===== src/rtl/eject_pkg.sv =====
// eject_pkg: shared VC index type, default drain/target constants and the
// log-line format used by eject_vc_sink.
package eject_pkg;

    // Widened VC index used for all VC comparisons inside the sink.
    localparam int VC_IDX_W = 8;
    typedef logic [VC_IDX_W-1:0] vc_idx_t;

    // Default drain timing and completion target.
    localparam int DEF_DRAIN_PERIOD = 16;
    localparam int DEF_DRAIN_ON     = 2;
    localparam int DEF_TARGET_CNT   = 990;

    // One line per popped flit: "<vc> <data in binary>".
    localparam string LOG_FMT = "%0d %b\n";

    // Index width for n items, never narrower than one bit.
    function automatic int clog2_min1(input int n);
        return (n > 1) ? $clog2(n) : 1;
    endfunction

endpackage


===== src/rtl/SyncFIFO_RTL.sv =====
// SyncFIFO_RTL: single-clock FIFO, power-of-two depth. With FWFT=1 the head
// entry is presented on rd_data as soon as it is written; with FWFT=0 the
// head is registered on a read.
module SyncFIFO_RTL #(
    parameter int WIDTH     = 32,
    parameter int DEPTH     = 4,
    parameter int DEPTH_LOG = 2,
    parameter int FWFT      = 1
) (
    input  logic             clk,
    input  logic             rstn,
    input  logic             wr_en,
    input  logic [WIDTH-1:0] wr_data,
    input  logic             rd_en,
    output logic [WIDTH-1:0] rd_data,
    output logic             full,
    output logic             empty
);

    typedef logic [DEPTH_LOG-1:0] ptr_t;
    typedef logic [DEPTH_LOG:0]   cnt_t;

    localparam cnt_t CNT_FULL = cnt_t'(DEPTH);

    logic [WIDTH-1:0] mem [DEPTH];
    ptr_t             wr_ptr;
    ptr_t             rd_ptr;
    cnt_t             count;
    logic             do_wr;
    logic             do_rd;

    assign full  = (count == CNT_FULL);
    assign empty = (count == '0);
    assign do_wr = wr_en & ~full;
    assign do_rd = rd_en & ~empty;

    // Storage write; contents need no reset because pointers define validity.
    always_ff @(posedge clk) begin
        if (do_wr) begin
            mem[wr_ptr] <= wr_data;
        end
    end

    // Pointer and occupancy tracking; pointers wrap naturally at DEPTH.
    always_ff @(posedge clk or negedge rstn) begin
        if (!rstn) begin
            wr_ptr <= '0;
            rd_ptr <= '0;
            count  <= '0;
        end else begin
            if (do_wr) begin
                wr_ptr <= wr_ptr + 1'b1;
            end
            if (do_rd) begin
                rd_ptr <= rd_ptr + 1'b1;
            end
            case ({do_wr, do_rd})
                2'b10:   count <= count + 1'b1;
                2'b01:   count <= count - 1'b1;
                default: count <= count;
            endcase
        end
    end

    if (FWFT != 0) begin : g_fwft
        assign rd_data = mem[rd_ptr];
    end else begin : g_registered
        logic [WIDTH-1:0] rd_data_q;

        // Registered read: head is captured when it is popped.
        always_ff @(posedge clk or negedge rstn) begin
            if (!rstn) begin
                rd_data_q <= '0;
            end else if (do_rd) begin
                rd_data_q <= mem[rd_ptr];
            end
        end

        assign rd_data = rd_data_q;
    end

endmodule


===== src/rtl/eject_rr_arb.sv =====
// eject_rr_arb: N-way round-robin arbiter. The pointer names the highest
// priority requester; after a grant it moves to winner+1, otherwise it holds.
module eject_rr_arb
    import eject_pkg::*;
#(
    parameter int N = 2
) (
    input  logic         clk,
    input  logic         rstn,
    input  logic [N-1:0] req,
    input  logic         en,
    output logic [N-1:0] gnt
);

    localparam int PW = clog2_min1(N);
    typedef logic [PW-1:0] ptr_t;
    localparam ptr_t LAST = ptr_t'(N - 1);

    ptr_t         ptr;
    ptr_t         ptr_next;
    ptr_t         win;
    logic         found;
    logic [N-1:0] masked_req;
    logic [N-1:0] pick;

    // Winner search: first requester at or above the pointer, else the
    // lowest requester overall (wrap-around).
    always_comb begin
        masked_req = req & ({N{1'b1}} << ptr);
        pick       = '0;
        win        = ptr;
        found      = 1'b0;
        for (int j = 0; j < N; j++) begin
            if (!found && masked_req[j]) begin
                found   = 1'b1;
                win     = ptr_t'(j);
                pick[j] = 1'b1;
            end
        end
        for (int j = 0; j < N; j++) begin
            if (!found && req[j]) begin
                found   = 1'b1;
                win     = ptr_t'(j);
                pick[j] = 1'b1;
            end
        end
        gnt      = en ? pick : '0;
        ptr_next = ptr;
        if (en && found) begin
            ptr_next = (win == LAST) ? '0 : win + 1'b1;
        end
    end

    // Priority pointer register.
    always_ff @(posedge clk or negedge rstn) begin
        if (!rstn) begin
            ptr <= '0;
        end else begin
            ptr <= ptr_next;
        end
    end

endmodule


===== src/rtl/eject_vc_sink.sv =====
// eject_vc_sink: multi-VC ejection sink for a router local output port.
// Flits are buffered per VC, drained one per cycle during the drain window of
// a free-running phase counter, and each pop returns a one-cycle credit.
// Optional build macro: EJECT_LOG_EN (simulation-only pop logger).
//
// Handshake: a flit is accepted at a rising edge when valid is high, vc_id
// is below NUM_VC and ready[vc_id] is high. ready[v] reflects only the
// buffer's full flag, so a pop in the same cycle never re-opens a full VC.
// A valid flit that is not accepted is discarded and raises drop_err.
module eject_vc_sink
    import eject_pkg::*;
#(
    parameter int DW           = 32,
    parameter int NUM_VC       = 2,
    parameter int DEPTH        = 4,
    parameter int DEPTH_LOG    = 2,
    parameter int DRAIN_PERIOD = DEF_DRAIN_PERIOD,
    parameter int DRAIN_ON     = DEF_DRAIN_ON,
    parameter int TARGET_CNT   = DEF_TARGET_CNT,
    parameter     ID           = "0"
) (
    input  logic                            clk,
    input  logic                            rstn,
    input  logic                            valid,
    input  logic [clog2_min1(NUM_VC)-1:0]   vc_id,
    input  logic [DW-1:0]                   data,
    output logic [NUM_VC-1:0]               ready,
    output logic [NUM_VC-1:0]               credit_upd,
    output logic [31:0]                     eject_cnt,
    output logic                            done,
    output logic                            drop_err
);

    localparam int PHW = clog2_min1(DRAIN_PERIOD);
    typedef logic [PHW-1:0] phase_t;
    localparam phase_t      PHASE_LAST = phase_t'(DRAIN_PERIOD - 1);
    localparam logic [31:0] TARGET     = 32'(TARGET_CNT);
    localparam int          ID_BITS    = $bits(ID);
    localparam bit          PARAM_OK   = (NUM_VC >= 1) && (DRAIN_PERIOD >= 1) &&
                                         (DRAIN_ON >= 1) && (DRAIN_ON <= DRAIN_PERIOD) &&
                                         (DEPTH_LOG >= 1) && (DEPTH == (1 << DEPTH_LOG)) &&
                                         (NUM_VC <= (1 << VC_IDX_W)) && (ID_BITS >= 8);

    if (!PARAM_OK) begin : g_param_check
        $error("eject_vc_sink: illegal parameter combination");
    end

    phase_t           phase;
    logic             drain_win;
    logic [NUM_VC-1:0] wr_en;
    logic [NUM_VC-1:0] full;
    logic [NUM_VC-1:0] empty;
    logic [NUM_VC-1:0] req;
    logic [NUM_VC-1:0] gnt;
    logic [DW-1:0]    rd_data [NUM_VC];
    logic             pop;
    logic             drop;
    logic [31:0]      cnt_q;
    logic [31:0]      cnt_inc;
    logic             done_q;
    logic             drop_q;

    // Free-running drain phase, wraps after DRAIN_PERIOD cycles.
    always_ff @(posedge clk or negedge rstn) begin
        if (!rstn) begin
            phase <= '0;
        end else if (phase == PHASE_LAST) begin
            phase <= '0;
        end else begin
            phase <= phase + 1'b1;
        end
    end

    if (DRAIN_ON >= DRAIN_PERIOD) begin : g_drain_always
        assign drain_win = 1'b1;
    end else begin : g_drain_window
        localparam phase_t WIN_START = phase_t'(DRAIN_PERIOD - DRAIN_ON);
        assign drain_win = (phase >= WIN_START);
    end

    // Per-VC FWFT buffers; a write happens only to a matching, non-full VC.
    for (genvar v = 0; v < NUM_VC; v++) begin : g_vc
        assign wr_en[v] = valid & (vc_idx_t'(vc_id) == vc_idx_t'(v)) & ~full[v];

        SyncFIFO_RTL #(
            .WIDTH     (DW),
            .DEPTH     (DEPTH),
            .DEPTH_LOG (DEPTH_LOG),
            .FWFT      (1)
        ) u_fifo (
            .clk     (clk),
            .rstn    (rstn),
            .wr_en   (wr_en[v]),
            .wr_data (data),
            .rd_en   (gnt[v]),
            .rd_data (rd_data[v]),
            .full    (full[v]),
            .empty   (empty[v])
        );
    end

    assign req = ~empty;

    eject_rr_arb #(
        .N (NUM_VC)
    ) u_arb (
        .clk  (clk),
        .rstn (rstn),
        .req  (req),
        .en   (drain_win),
        .gnt  (gnt)
    );

    assign pop     = |gnt;
    assign drop    = valid & ~(|wr_en);
    assign cnt_inc = cnt_q + 32'd1;

    // Ejected-flit counter (saturating) and sticky completion flag.
    always_ff @(posedge clk or negedge rstn) begin
        if (!rstn) begin
            cnt_q  <= '0;
            done_q <= 1'b0;
        end else if (pop && (cnt_q != '1)) begin
            cnt_q <= cnt_inc;
            if (cnt_inc == TARGET) begin
                done_q <= 1'b1;
            end
        end
    end

    // Sticky drop flag: any valid flit that was not written anywhere.
    always_ff @(posedge clk or negedge rstn) begin
        if (!rstn) begin
            drop_q <= 1'b0;
        end else if (drop) begin
            drop_q <= 1'b1;
        end
    end

    assign ready      = ~full;
    assign credit_upd = gnt;
    assign eject_cnt  = cnt_q;
    assign done       = done_q;
    assign drop_err   = drop_q;

`ifdef EJECT_LOG_EN
    // One log line per popped flit.
    always @(posedge clk) begin
        for (int v = 0; v < NUM_VC; v++) begin
            if (rstn && gnt[v]) begin
                $display("receive_pool_%0s: %0d %b", ID, v, rd_data[v]);
            end
        end
    end

    // Let the network settle after completion, then stop.
    always @(posedge done_q) begin
        #25000;
        $stop;
    end
`else
    logic unused_pop_data;

    // Popped payload has no consumer without the logger.
    always_comb begin
        unused_pop_data = 1'b0;
        for (int v = 0; v < NUM_VC; v++) begin
            unused_pop_data = unused_pop_data ^ (^rd_data[v]);
        end
    end
`endif

endmodule


===== config.mk =====
export PLATFORM = sky130hd
export DESIGN_NAME = eject_vc_sink
export DESIGN_NICKNAME = d
export VERILOG_FILES = /design/src/rtl/eject_pkg.sv /design/src/rtl/SyncFIFO_RTL.sv /design/src/rtl/eject_rr_arb.sv /design/src/rtl/eject_vc_sink.sv
export SDC_FILE = /design/constraint.sdc
export NUM_CORES = 1
export LEC_CHECK = 0
export ABC_CLOCK_PERIOD_IN_PS = 7000
export BUFFER_PORTS_ARGS = -buffer_cell sky130_fd_sc_hd__buf_2
export CAP_MARGIN = 20
export CELL_PAD_IN_SITES_DETAIL_PLACEMENT = 0
export CELL_PAD_IN_SITES_GLOBAL_PLACEMENT = 1
export CORE_ASPECT_RATIO = 0.5
export CORE_UTILIZATION = 43
export DETAILED_ROUTE_END_ITERATION = 8
export HOLD_SLACK_MARGIN = 0.06
export PLACE_DENSITY = 0.95
export SKIP_CTS_REPAIR_TIMING = 1
export SLEW_MARGIN = 20
export SYNTH_ARGS = -nofsm -noshare
export SYNTH_HDL_FRONTEND = slang
export SYNTH_SLANG_ARGS = --single-unit

===== constraint.sdc =====
create_clock -name clk -period 7 [get_ports clk]
set_input_delay 0.7 -clock clk [delete_from_list [all_inputs] [get_ports clk]]
set_output_delay 0.7 -clock clk [all_outputs]
set_load 0.05 [all_outputs]

## Word level (Yosys, flattened, before mapping)

Cells that the tools add are included.

| word-level totals | value |
|---|---|
| register bits after elaboration | 45 |
| logic and storage cells | 74 |
| bits of input ports | 36 |

| cells by class | value |
|---|---|
| shift-type cells | 1 |
| equality and inequality tests | 9 |
| reduce and logical (&&, ||, !) cells | 15 |
| bitwise gates (word level) | 18 |
| add/subtract/negate cells | 7 |
| magnitude comparators | 1 |
| multiplexer cells | 16 |

Operators with widths:

| kind | number |
|---|---|
| adder 32 x 1 -> 32 bit, second input constant | 1 |
| == test 32 x 10 -> 1 bit, second input constant | 1 |
| inequality test 32 bit, second input constant | 1 |
| two-way mux 1 bit | 12 |
| one-hot mux 3 bit (2 select lines) | 2 |
| AND 1 bit | 9 |
| adder 3 x 1 -> 3 bit, second input constant | 2 |
| == test 3 bit, second input constant | 2 |
| zero test 3 bit | 2 |
| NOT 1 bit | 6 |
| subtractor 3 x 1 -> 3 bit, second input constant | 2 |
| logical AND 1 bit | 5 |
| adder 4 x 1 -> 4 bit, second input constant | 1 |
| == test 2 x 1 -> 1 bit, second input constant | 2 |
| == test 2 bit, second input constant | 2 |
| == test 4 bit, second input constant | 1 |
| greater-or-equal comparator 4 bit, second input constant | 1 |
| two-way mux 4 bit | 1 |
| NOT 2 bit | 2 |
| nonzero test 2 bit | 2 |
| OR reduction 2 bit | 2 |
| zero test 1 bit | 3 |
| AND 2 bit | 1 |
| two-way mux 2 bit | 1 |
| 3 further kinds | 3 |

## Logic depth before layout (Yosys ltp)

| logic depth | value |
|---|---|
| word-level depth | 17 |
| gate-level depth with buffers | 10 |

## By module

Synthesis repeated with hierarchy kept, for this count alone.

| second synthesis, totals | value |
|---|---|
| cell total of the unflattened synthesis | 659 |
| area total of the unflattened synthesis | 12,492.0 sq um |

Modules (own cells, without submodules):

| module | area an instance (sq um) | cells an instance | instances |
|---|---|---|---|
| SyncFIFO_RTL | 5,091.1 | 205 | 2 |
| eject_vc_sink | 2,248.4 | 241 | 1 |
| eject_rr_arb | 61.3 | 8 | 1 |

## Worst setup path before layout

No wires, ideal clock.

| timing | value |
|---|---|
| path kind | register to register |
| start | register cnt_q[0] (netlist: eject_cnt[0]) |
| end | register done_q (netlist: done) |
| buffers on the path | 0 |
| library setup time | 0.069 ns |
| arrival | 2.543 ns |
| data required time | 6.931 ns |
| stages on the path, launching flop included | 9 |
| path slack | 4.388 ns |
| path through | dfrtp_1 > ha_1 > nand3_2 > nor4_4 > and2b_1 > mux2i_1 > a211o_1 > nor4b_2 > a41o_1 |

| on the way | value |
|---|---|
| word-level cells in the longest chain between the ends | 3 |

RTL lines:

| element | line | RTL |
|---|---|---|
| start: declaration | eject_vc_sink.sv:58 | `logic [31:0] cnt_q;` |
| start signal: assignment | eject_vc_sink.sv:124 | `cnt_q <= cnt_inc;` |
| adder 32 x 1 -> 32 bit or inequality test 32 bit (tied branches) | eject_vc_sink.sv:116, eject_vc_sink.sv:123 |  |
| == test 32 x 10 -> 1 bit or logical AND 1 bit (tied branches) | eject_vc_sink.sv:125, eject_vc_sink.sv:123 |  |
| AND reduction 2 bit (no source line) (*) | -- |  |
| end signal: assignment | eject_vc_sink.sv:122 | `done_q <= 1'b0;` |
| end signal: assignment | eject_vc_sink.sv:126 | `done_q <= 1'b1;` |
| end: declaration | eject_vc_sink.sv:60 | `logic done_q;` |

Mark *: on every way between the ends. The rest lies on a longest branch, timed or not.
A chain may end at the register's enable or synchronous reset.

## Worst setup path in the final report

Ends and elaborated chain as after synthesis.

==> summary by stage <==
Run status
The flow ran to the end, and the final reports show no timing, DRC or antenna violations.

Timing
The portion of the clock cycle consumed by the worst path in the final layout is approximately two fifths. The clock arrives with roughly 0.0040 ns of skew. The number of failing hold endpoints at the final stage is 0. Final hold analysis gives a worst-case slack of about 0.41 ns. For the final routed database, the setup TNS stands at 0 ns. The final number of max-transition violations was 0.

After layout, the minimum clock period comes to ~2.7 ns. The fmax is around 360 MHz. At the pin with the least slew margin, the transition time is between 0.7 and 0.8 ns. Setup repair after global routing left no endpoint under its margin.

The setup violation total in the final timing report is 0. The worst slew margin relative to its limit is a little over half.

Clocking
Clock-pin slew was measured on the worst setup and hold paths at approximately 0.060 ns. The H-tree generated during clock tree synthesis spans 2 levels. TritonCTS built the clock tree. For the worst-skew pair, the clock arrives at the later sink with an insertion delay of roughly 0.29 ns. The number of buffers between clock root and the deepest sink is 2. The cell at the root of the clock tree is clkbuf_16.

The number of buffers added by the clock tree synthesis step is 5. Counting every sink on the clock net gives between 40 and 50.

Critical path
The beginning of the critical path is eject_cnt[0]. The destination of the worst register-to-register timing path is done. STA classifies the critical path startpoint as a flop. The critical path goes through ha_1 -> nand3_2 -> nor4_2 -> nand3_1 -> xor2_1 -> a31oi_1 -> nor4_1 -> a41o_1. The sort of element at the end of the critical path is a flop.

The slowest cell on the critical path is nor4_2. The classification of the worst setup path is flop to flop. Data arrives at the worst endpoint at approximately 3.0 ns. At the worst endpoint, the required time is approximately 7.2 ns. The slack of the worst reg-to-reg path is 4.25 ns. The startpoint of the worst register-to-register path is eject_cnt[0].

In this run the worst path has a maximum fanout of 8. The worst register-to-register path has a depth of 8. On the worst path, the slowest cell contributes a delay of a little under 0.6 ns.

Placement
The detailed-placement wirelength estimate is roughly 4500 um. The routability congestion estimate from global placement is 0.8932. The count of input and output buffers is between 40 and 50. After detailed placement, the design holds a cell count of roughly 400.

Cells and area
The utilization after layout is 52.00%. The final-layout fill cell count is between 500 and 600. The final net count is around 370.

In the layout the commonest cells are 45 x dfrtp_1, 40 x buf_2, 26 x nand2_1. In the final layout, the share of cells above drive strength 1 is between 15 and 20%. Leaving out fill and tap cells, the most frequent cell in the layout is dfrtp_1. The count of placed standard cells in the final layout, fillers left out is approximately 420.

Relative to the synthesized area, the layout overhead comes to 14.74%. The number of antenna diodes is 0.

Synth
Of all flip-flops after synthesis, the portion carrying an async set or reset was 100.0%. The portion of synthesized area spent on multiplexers is about 2.1%. Summing the areas of all compound-gate instances in the mapped netlist gives around 6.9% of the synthesized area. The distinct cell type count after synthesis is 47. In this run the biggest area consumer among cell types represents 40.20% of the synthesized area. Yosys printed 0 warnings. The synthesized cell area is about 2800 um^2. In this run the mean area of a mapped cell was 9.276 um^2. Ranked by total cell area, the synthesized netlist is headed by dfrtp_1 40%, xnor2_1 7.8%, xor2_1 7.2%. The adder-cell share of the synthesized area is 4.109%.

Yosys mapped a number of flops with a built-in enable equal to 0. The number of nets handed over by synthesis was ~350. The register bit total from synthesis is 45. The most used flip-flop cell after synthesis is dfrtp_1. The dominant combinational cell family by area after synthesis is simple AND/OR/NAND/NOR gates. The synthesized instance count is between 300 and 400. The share of the yosys chip area belonging to registers is approximately 40%.

The synthesized netlist devotes 15.01% of its cell area to XOR and XNOR gates. The synthesized-area fraction occupied by and/or/nand/nor cells is 26.49%. The largest area contributor in the netlist is dfrtp_1.

Route
The detailed router placed ~2300 vias in this run. The detail-routed net length per standard cell is 15.19 um. The DRC violation total after the first TritonRoute iteration is 170.

For this run, design rule violations remaining after detail routing come to 0. The total iterations of the first detailed-routing run is 4. The per-cell via count in the routed design is 5.558. The aggregate routed wire length is ~6300 um. The remaining antenna violation count is 0.

Die
The core region is 6181 um^2. The area of the die is just under 7000 um^2. In this run the vertical extent of the chip is around 59 um. The overall die width is around 120 um. The number of ports placed on the die boundary is 74. Once the floorplan was initialized, standard cells occupied a little under half of the core.

Row generation in the floorplan step produced 20 rows.

GRT
The met2 track utilization from global routing is a little under a third. Global routing finished with a remaining overflow of 0. The first global-routing pass estimated roughly 10000 um of wire. The overall global routing resource usage is between 20% and 30%. The initial antenna violation count was 0. The number of global-route vias before repair is about 2200. The most utilized layer in the global route result is met2. Global routing consumed, on the met1 layer, a little over a quarter of the routing resources. The global-route track usage on met3 is around 4.4%.

The largest net degree at the start of global routing is 46.

Power and ir drop
Dividing total power by cell area gives a power density of ~250 nW/um^2. In this run the static leakage power is 0.001496 uW. IR analysis of the VDD net gives a maximum drop of ~0.11 mV.

Run
The tool flagged a number of max-cap violations equal to 0.

Worst hold path
The tightest min-delay check is of the input pin to asynchronous set/reset pin type.
layer usage:
layer / vias up / wire length [um]
met3: 6 / 307
met2: 62 / 2872
met1: 1135 / 3073
met4: 0 / 66
li1: 1109 / -
met5: - / 0
state kept, by name, summed over array words and instances (netlist names):
name	flops
done	1
drop_err	1
eject_cnt	32
g_vc.u_fifo.count	6
phase	4
u_arb.ptr	1
how the worst max path moves through the flow:
stage          endpoint  cells after the start  slack (ns)
6_report           done                      8        4.25
3_5_place_dp       done                      8        4.09
2_1_floorplan      done                      8        4.39
3_3_place_gp       done                      8        4.11
5_1_grt            done                      8        3.99
4_1_cts            done                      8        4.03
cell type report:
class / instances / area [um^2] / area share, %
Sequential cell: 45 / 1126 / 35.03
Timing Repair Buffer: 41 / 207.7 / 6.462
Tap cell: 88 / 110.1 / 3.425
Clock inverter: 3 / 65.06 / 2.024
Inverter: 12 / 45.04 / 1.401
Clock buffer: 5 / 125.1 / 3.893
Multi-Input combinational cell: 222 / 1535 / 47.76
where the power goes:
part | switching, uW | leakage [uW] | total [uW] | internal, uW
clock network | 96.5 | 0.0000938 | 300 | 204
registers | 36.2 | 0.000597 | 328 | 292
logic | 118 | 0.000806 | 172 | 54.8
total | 250 | 0.00150 | 801 | 551
cell usage after synthesis (2+ instances only):
library cell and number:
dfrtp_1 45, nand2_1 26, xnor2_1 25, xor2_1 23
nand4_1 21, nor2_1 19, clkbuf_1 16, nor3_1 15
nand3_1 13, inv_1 12, ha_1 6, mux2i_1 6
nor4_1 6, o21ai_0 6, a31oi_1 5, a21o_1 4
a21oi_1 4, and2_1 3, and3_1 3, nand2b_1 3
or3_1 3, a211o_1 2, and4_1 2, buf_2 2
buf_4 2, clkbuf_2 2, fa_1 2, nor2b_1 2
nor3b_1 2, nor4_2 2, o211ai_1 2, or2_2 2
or4_1 2
cells by family (layout without fill, tap and decap cells):
kind of cell	count (synthesis)	after routing
DFF	45	45
and+or+nand+nor	131	131
muxes	6	6
xor gates and xnor gates	48	48
adders and majority gates	8	8
buffers and inverters	35	61
AOI/OAI and AO/OA	29	29
worst max-delay path: cells and delay by family (launching register included):
| family | cells | cell delay (ns) |
|---|---|---|
| compound gates | 2 | 0.34 |
| xor+xnor | 1 | 0.18 |
| fa+ha+maj | 1 | 0.29 |
| flops | 1 | 0.49 |
| simple gates | 4 | 1.38 |
metrics by stage:
stage / setup slack, ns / power (uW) / cell area, um^2
3_3_place_gp: 4.107 / 495.7 / 3018
5_1_grt: 3.986 / 840.0 / 3214
6_report: 4.255 / 800.9 / 3214
4_1_cts: 4.027 / 809.3 / 3208
2_1_floorplan: 4.388 / 463.7 / 2801
3_5_place_dp: 4.086 / 505.7 / 3018
(Power assumes the default switching activity.)
